<file path="src/rtl/rr_mux_arbiter_4.sv">
// -----------------------------------------------------------------------------
// rr_mux_arbiter_4
//   Round-robin arbiter that shares one 4:1 single-bit mux among four
//   requesters. Each requester owns one mux input bit. The arbiter picks the
//   owner, drives the registered 2-bit mux select, and limits how long an owner
//   may keep the mux while someone else is waiting.
//
// Ports:
//   clk    in   1  rising-edge clock
//   rst_n  in   1  synchronous active-low reset
//   req    in   4  request lines, req[i] = requester i wants the mux
//   in     in   4  data bits, in[i] belongs to requester i
//   gnt    out  4  one-hot grant (registered), zero when idle
//   sel    out  2  mux select = index of the granted requester (registered)
//   busy   out  1  1 while a grant is active (registered)
//   out    out  1  in[sel] when busy, else 0
//
// Also holds mux_4_to_1, the shared datapath instantiated by the arbiter.
// -----------------------------------------------------------------------------

// Plain 4:1 single-bit mux shared by the requesters.
module mux_4_to_1 (
    input  logic [3:0] in,
    input  logic [1:0] sel,
    output logic       out
);

    // Select one data bit.
    always_comb begin
        case (sel)
            2'd0:    out = in[0];
            2'd1:    out = in[1];
            2'd2:    out = in[2];
            2'd3:    out = in[3];
            default: out = 1'b0;
        endcase
    end

endmodule

module rr_mux_arbiter_4 #(
    parameter int unsigned HOLD_MAX = 4
) (
    input  logic       clk,
    input  logic       rst_n,
    input  logic [3:0] req,
    input  logic [3:0] in,
    output logic [3:0] gnt,
    output logic [1:0] sel,
    output logic       busy,
    output logic       out
);

    typedef enum logic [0:0] {
        ST_IDLE  = 1'b0,
        ST_GRANT = 1'b1
    } state_t;

    localparam logic [3:0] HOLD_LIMIT = 4'(HOLD_MAX);

    state_t     state_r;
    state_t     state_s;
    logic [1:0] ptr_r;
    logic [1:0] ptr_s;
    logic [3:0] hold_cnt_r;
    logic [3:0] hold_cnt_s;
    logic [3:0] gnt_s;
    logic [1:0] sel_s;
    logic       busy_s;
    logic       mux_out_s;
    logic       owner_req_s;
    logic [3:0] others_s;
    logic [1:0] next_ptr_s;

    // First requester at or after position p, scanning upward with wrap.
    // Scanning the rotation backwards lets the earliest match win last.
    function automatic logic [1:0] pick(input logic [1:0] p, input logic [3:0] r);
        logic [1:0] idx;
        logic [1:0] res;
        res = p;
        for (int i = 3; i >= 0; i--) begin
            idx = p + 2'(i);
            if (r[idx]) begin
                res = idx;
            end else begin
                res = res;
            end
        end
        return res;
    endfunction

    // Decode of the current owner's request and of the competing requests.
    always_comb begin
        owner_req_s = req[sel];
        others_s    = req & ~(4'b0001 << sel);
        next_ptr_s  = sel + 2'd1;
    end

    // Next-state, grant and pointer decisions.
    always_comb begin
        state_s    = state_r;
        ptr_s      = ptr_r;
        hold_cnt_s = hold_cnt_r;
        gnt_s      = gnt;
        sel_s      = sel;
        busy_s     = busy;
        case (state_r)
            ST_IDLE: begin
                // First grant from idle does not move the pointer.
                if (req != 4'b0000) begin
                    sel_s      = pick(ptr_r, req);
                    gnt_s      = 4'b0001 << pick(ptr_r, req);
                    busy_s     = 1'b1;
                    hold_cnt_s = 4'd1;
                    state_s    = ST_GRANT;
                end else begin
                    state_s    = ST_IDLE;
                end
            end
            ST_GRANT: begin
                if (!owner_req_s) begin
                    // Release: hand over at the same edge if anyone waits.
                    ptr_s = next_ptr_s;
                    if (req != 4'b0000) begin
                        sel_s      = pick(next_ptr_s, req);
                        gnt_s      = 4'b0001 << pick(next_ptr_s, req);
                        hold_cnt_s = 4'd1;
                    end else begin
                        gnt_s      = 4'b0000;
                        busy_s     = 1'b0;
                        hold_cnt_s = 4'd0;
                        state_s    = ST_IDLE;
                    end
                end else if (hold_cnt_r < HOLD_LIMIT) begin
                    hold_cnt_s = hold_cnt_r + 4'd1;
                end else if (others_s != 4'b0000) begin
                    // Preempt: the owner sits last in the new rotation, so a
                    // waiting requester is always picked ahead of it.
                    ptr_s      = next_ptr_s;
                    sel_s      = pick(next_ptr_s, req);
                    gnt_s      = 4'b0001 << pick(next_ptr_s, req);
                    hold_cnt_s = 4'd1;
                end else begin
                    // Sole requester: keep the grant, counter stays saturated.
                    hold_cnt_s = hold_cnt_r;
                end
            end
            default: begin
                state_s    = ST_IDLE;
                gnt_s      = 4'b0000;
                busy_s     = 1'b0;
                hold_cnt_s = 4'd0;
            end
        endcase
    end

    // State, pointer and registered outputs with synchronous reset.
    always_ff @(posedge clk) begin
        if (!rst_n) begin
            state_r    <= ST_IDLE;
            ptr_r      <= 2'd0;
            hold_cnt_r <= 4'd0;
            gnt        <= 4'b0000;
            sel        <= 2'd0;
            busy       <= 1'b0;
        end else begin
            state_r    <= state_s;
            ptr_r      <= ptr_s;
            hold_cnt_r <= hold_cnt_s;
            gnt        <= gnt_s;
            sel        <= sel_s;
            busy       <= busy_s;
        end
    end

    mux_4_to_1 u_mux (
        .in  (in),
        .sel (sel),
        .out (mux_out_s)
    );

    // Gate the shared mux output so an idle arbiter drives 0.
    always_comb begin
        if (busy) begin
            out = mux_out_s;
        end else begin
            out = 1'b0;
        end
    end

endmodule

</file>
<file path="config.mk">
export PLATFORM = sky130hd
export DESIGN_NAME = rr_mux_arbiter_4
export DESIGN_NICKNAME = d
export VERILOG_FILES = /design/src/rtl/rr_mux_arbiter_4.sv
export SDC_FILE = /design/constraint.sdc
export NUM_CORES = 1
export LEC_CHECK = 0
export CAP_MARGIN = 15
export CORE_MARGIN = 2
export CORE_UTILIZATION = 49
export CTS_BUF_LIST = sky130_fd_sc_hd__clkbuf_2 sky130_fd_sc_hd__clkbuf_4 sky130_fd_sc_hd__clkbuf_8
export CTS_CLUSTER_DIAMETER = 100
export CTS_CLUSTER_SIZE = 16
export DETAILED_ROUTE_END_ITERATION = 12
export GPL_TIMING_DRIVEN = 0
export PLACE_DENSITY = 0.8
export SLEW_MARGIN = 10
export SYNTH_ARGS = -nofsm -noshare
export SYNTH_HDL_FRONTEND = slang
export SYNTH_SLANG_ARGS = --single-unit
</file>
<file path="constraint.sdc">
create_clock -name clk -period 1.94 [get_ports clk]
set_input_delay 0.582 -clock clk [delete_from_list [all_inputs] [get_ports clk]]
set_output_delay 0.582 -clock clk [all_outputs]
set_load 0.02 [all_outputs]
</file>
==> flow_summary_export.csv <==
group,metric,value,unit
placement,io_buffers,16,
floorplan,chipHeight,50.6,um
sta,skew,7.17,ps
worst_setup_path,critPathKind,"reg -> out",
detailed_routing,detail_route.wl_per_cell,15.7,um
synth,yosys.area_share.simple,25.4,%
worst_setup_path,path_cells,"buf_6 -> clkinvlp_4 -> ha_4 -> a222oi_1 -> o21ai_1 -> and2_4 -> buf_6",
clocking,insertion_delay,290,ps
sta,hold_violations,0,
grt,grt_usage,23.5,%
sta,slew_viol_final,0,
worst_hold_path,hold_path_class,"reg -> reg",
power_and_ir_drop,powerDensity,710,nW/um2
floorplan,design.die.area,2560,um2
worst_setup_path,cpPeakStageDelay,360,ps
power_and_ir_drop,total_power,1.06,mW
clocking,clockBufferDepth,2,
detailed_routing,viasPerCell,6.05,
worst_setup_path,worst_path_most_repeated_cell,"buf_6",
grt,grt_pass1_wl,4510,um
sta,tightest_slew,546,ps
worst_hold_path,worstHoldPathCells,2,
detailed_routing,ant_nets,0,
synth,synth_compound_area_share,31.4,%
synth,netlist_instances,131,
synth,ys_seq_area_share,26.4,%
worst_hold_path,worstHoldEndpoint,"busy$_SDFFE_PN0P_",
outcome,violations,"negative setup slack",
synth,synthDistinctLibCells,48,
grt,antenna_found_initial,0,
outcome,outcome,"complete, but fails checks",
worst_setup_path,r2r_cells,9,
synth,yosys-top-cells-area,"dfxtp_1, ha_1, nand2b_1, a21oi_1, nor2_1",
worst_setup_path,required,1360,ps
final_layout,fin_nets,175,
placement,gp_congestion,0.836,
sta,max_freq,0.442,GHz
worst_setup_path,cp-start-kind,"flop",
job,cap_viol_max_count,0,
clocking,cts_buffers,3,
final_layout,drive_gt1_share,28.9,%
synth,synth_fa_ha_area_share,5.88,%
sta,hold_ws,492,ps
final_layout,num-fill-cells,160,
synth,synth_nets,146,
worst_setup_path,r2r_start,"sel[0]$_SDFFE_PN0P_",
worst_setup_path,crit-reg2reg-capture,"gnt[1]$_SDFFE_PN0P_",
power_and_ir_drop,leakage,0.606,nW
sta,rsz0062_at_grt,"true",
sta,slew_headroom,63.6,%
clocking,cts_tree,"done",
clocking,cts_hold_buf,0,
synth,synth_area_leader_cell,"dfxtp_1",
detailed_routing,drc,0,
floorplan,initial_core_util,53.1,%
synth,synth_top_area_share,26.4,%
grt,grt_max_degree,11,
worst_setup_path,ff2ff_setup_slack,80,ps
worst_hold_path,hold_start,"busy$_SDFFE_PN0P_",
synth,ys.flop_type,"dfxtp_1",
detailed_routing,vias,1126,
worst_setup_path,end_kind,"output port",
detailed_routing,drt_pass1_iterations,4,
synth,synth_top_family_by_area,"compound AO/OA/AOI/OAI gates",
synth,synthMuxAreaShare,4.00,%
power_and_ir_drop,peakVddDrop,0.578,mV
worst_setup_path,arrival,1680,ps
sta,setup_viol,1,
clocking,cts_sinks,14,
worst_setup_path,slowest_stage,"dfxtp_4",
clocking,htreeDepth,1,
floorplan,core_area,2000,um2
synth,synth_area,1060,um2
final_layout,antenna_cells,0,
floorplan,ios,18,
floorplan,die_w,50.6,um
final_layout,area_delta_synth_final,39.9,%
placement,dpl.hpwl,1940,um
synth,synthXorXnorAreaFrac,0,%
worst_setup_path,crit_fanout,3,
synth,async_flop_share,0,%
worst_setup_path,path_buf_inv,3,
sta,setup_ws,-323,ps
grt,grt-ovfl-total,0,
sta,period_needed,2260,ps
floorplan,num_rows,16,
detailed_routing,routed_wl,2920,um
placement,dpl_worst_slack,-774,ps
clocking,cts_root_buf,"clkbuf_4",
worst_setup_path,path_delay_family,"compound AO/OA/AOI/OAI gates",
grt,grt_pass1_vias,992,
synth,synth_edf_count,0,
synth,ys_warn_count,0,
clocking,path_clk_slew,80,ps
synth,avgSynthCellArea,8.12,um2
synth,ys_seq_elements,14,
sta,fin_crit_sh,117,%
detailed_routing,drt_iter0_markers,44,
[synthesized netlist by cell type, drive strengths merged, types with 2 or more instances]
| library cell | n |
|---|---|
| nand2 | 7 |
| ha | 5 |
| nor3 | 5 |
| a31oi | 3 |
| mux2i | 2 |
| a21oi | 10 |
| buf | 6 |
| o2111ai | 2 |
| o21ai | 11 |
| nand4 | 2 |
| a22oi | 2 |
| and3 | 2 |
| a2bb2oi | 2 |
| or2 | 2 |
| clkbuf | 3 |
| inv | 7 |
| nor2 | 12 |
| dfxtp | 14 |
| a211oi | 5 |
| o32ai | 2 |
| nand2b | 10 |
[state kept, by name, indices dropped and copies added (netlist names)]
register and count:
busy 1, gnt 4, hold_cnt_r 4, ptr_r 2, sel 2, state_r 1
[per-layer routing]
| layer | up-vias | GRT usage, % | part of all wire [%] |
|---|---|---|---|
| li1 | 537 | - | - |
| met1 | 532 | 29.3 | 39 |
| met2 | 53 | 39.5 | 52 |
| met3 | 4 | 6.25 | 7.3 |
| met4 | 0 | 6.76 | 1.5 |
| met5 | - | 0 | 0 |
[cells in the final DEF, fill, tap and decap left out, drive strengths merged, types with 3 or more instances in the layout]
| cell type | Yosys | layout |
|---|---|---|
| clkdlybuf4s50 | 0 | 8 |
| nor2 | 12 | 12 |
| dlygate4sd2 | 0 | 5 |
| buf | 6 | 17 |
| clkbuf | 3 | 5 |
| nand2b | 10 | 10 |
| ha | 5 | 5 |
| a211oi | 5 | 5 |
| dfxtp | 14 | 14 |
| nand2 | 7 | 7 |
| a21oi | 10 | 10 |
| a31oi | 3 | 3 |
| inv | 7 | 6 |
| nor3 | 5 | 5 |
| o21ai | 11 | 11 |
[kinds of logic (layout without fill, tap and decap cells)]
group,count (synthesis),in the layout
and+or+nand+nor,48,48
buffers and inverters,16,44
muxes,3,3
adders and majority gates,5,5
AOI/OAI and AO/OA,45,45
DFF,14,14
[power breakdown]
group / internal (mW) / switching, mW
Sequential: 0.319 / 0.0281
Clock: 0.114 / 0.103
Combinational: 0.234 / 0.257
[tightest hold or removal path: stages (launching register included)]
cell and delay [ps]:
dfxtp_1 330, nand2_1 60, a21oi_1 60
[layout make-up]
class / instances / area [um2] / area share, %
well taps: 27 / 33.8 / 2.27
clock buffers: 4 / 36.3 / 2.44
repair buffers: 25 / 225 / 15.1
inverters: 7 / 30.0 / 2.02
flip-flops and latches: 14 / 285 / 19.2
plain buffers: 8 / 66.3 / 4.46
multi-input cells: 101 / 811 / 54.5
[what timing repair did]
action                                 in CTS  in global routing
pin swaps                                   9                  2
endpoints found under the hold margin       0                  0
setup endpoints to repair                  13                 14
resized for setup                          29                 12
setup buffers                               6                  2
cloned                                      1                  0
[how the worst max path moves through the flow]
stage                                   start  end  cells after the start
after floorplan           sel[0]$_SDFFE_PN0P_  out                      6
after global placement                  in[3]  out                      5
after detailed placement                in[3]  out                      5
after CTS                 sel[0]$_SDFFE_PN0P_  out                      7
after global routing      sel[0]$_SDFFE_PN0P_  out                      7
final                     sel[0]$_SDFFE_PN0P_  out                      7
[through the flow]
stage | instance area (um2) | TNS [ps] | utilization, % | instances
2_1_floorplan | 1080 | 0 | - | 131
3_3_place_gp | 1270 | -5820 | 63.5 | 174
3_5_place_dp | 1270 | -6100 | 63.5 | 174
4_1_cts | 1410 | -319 | 70.4 | 184
5_1_grt | 1490 | -565 | 74.3 | 186
6_report | 1490 | -323 | 74.3 | 186
Note: power is estimated with default switching activity, not from simulation.
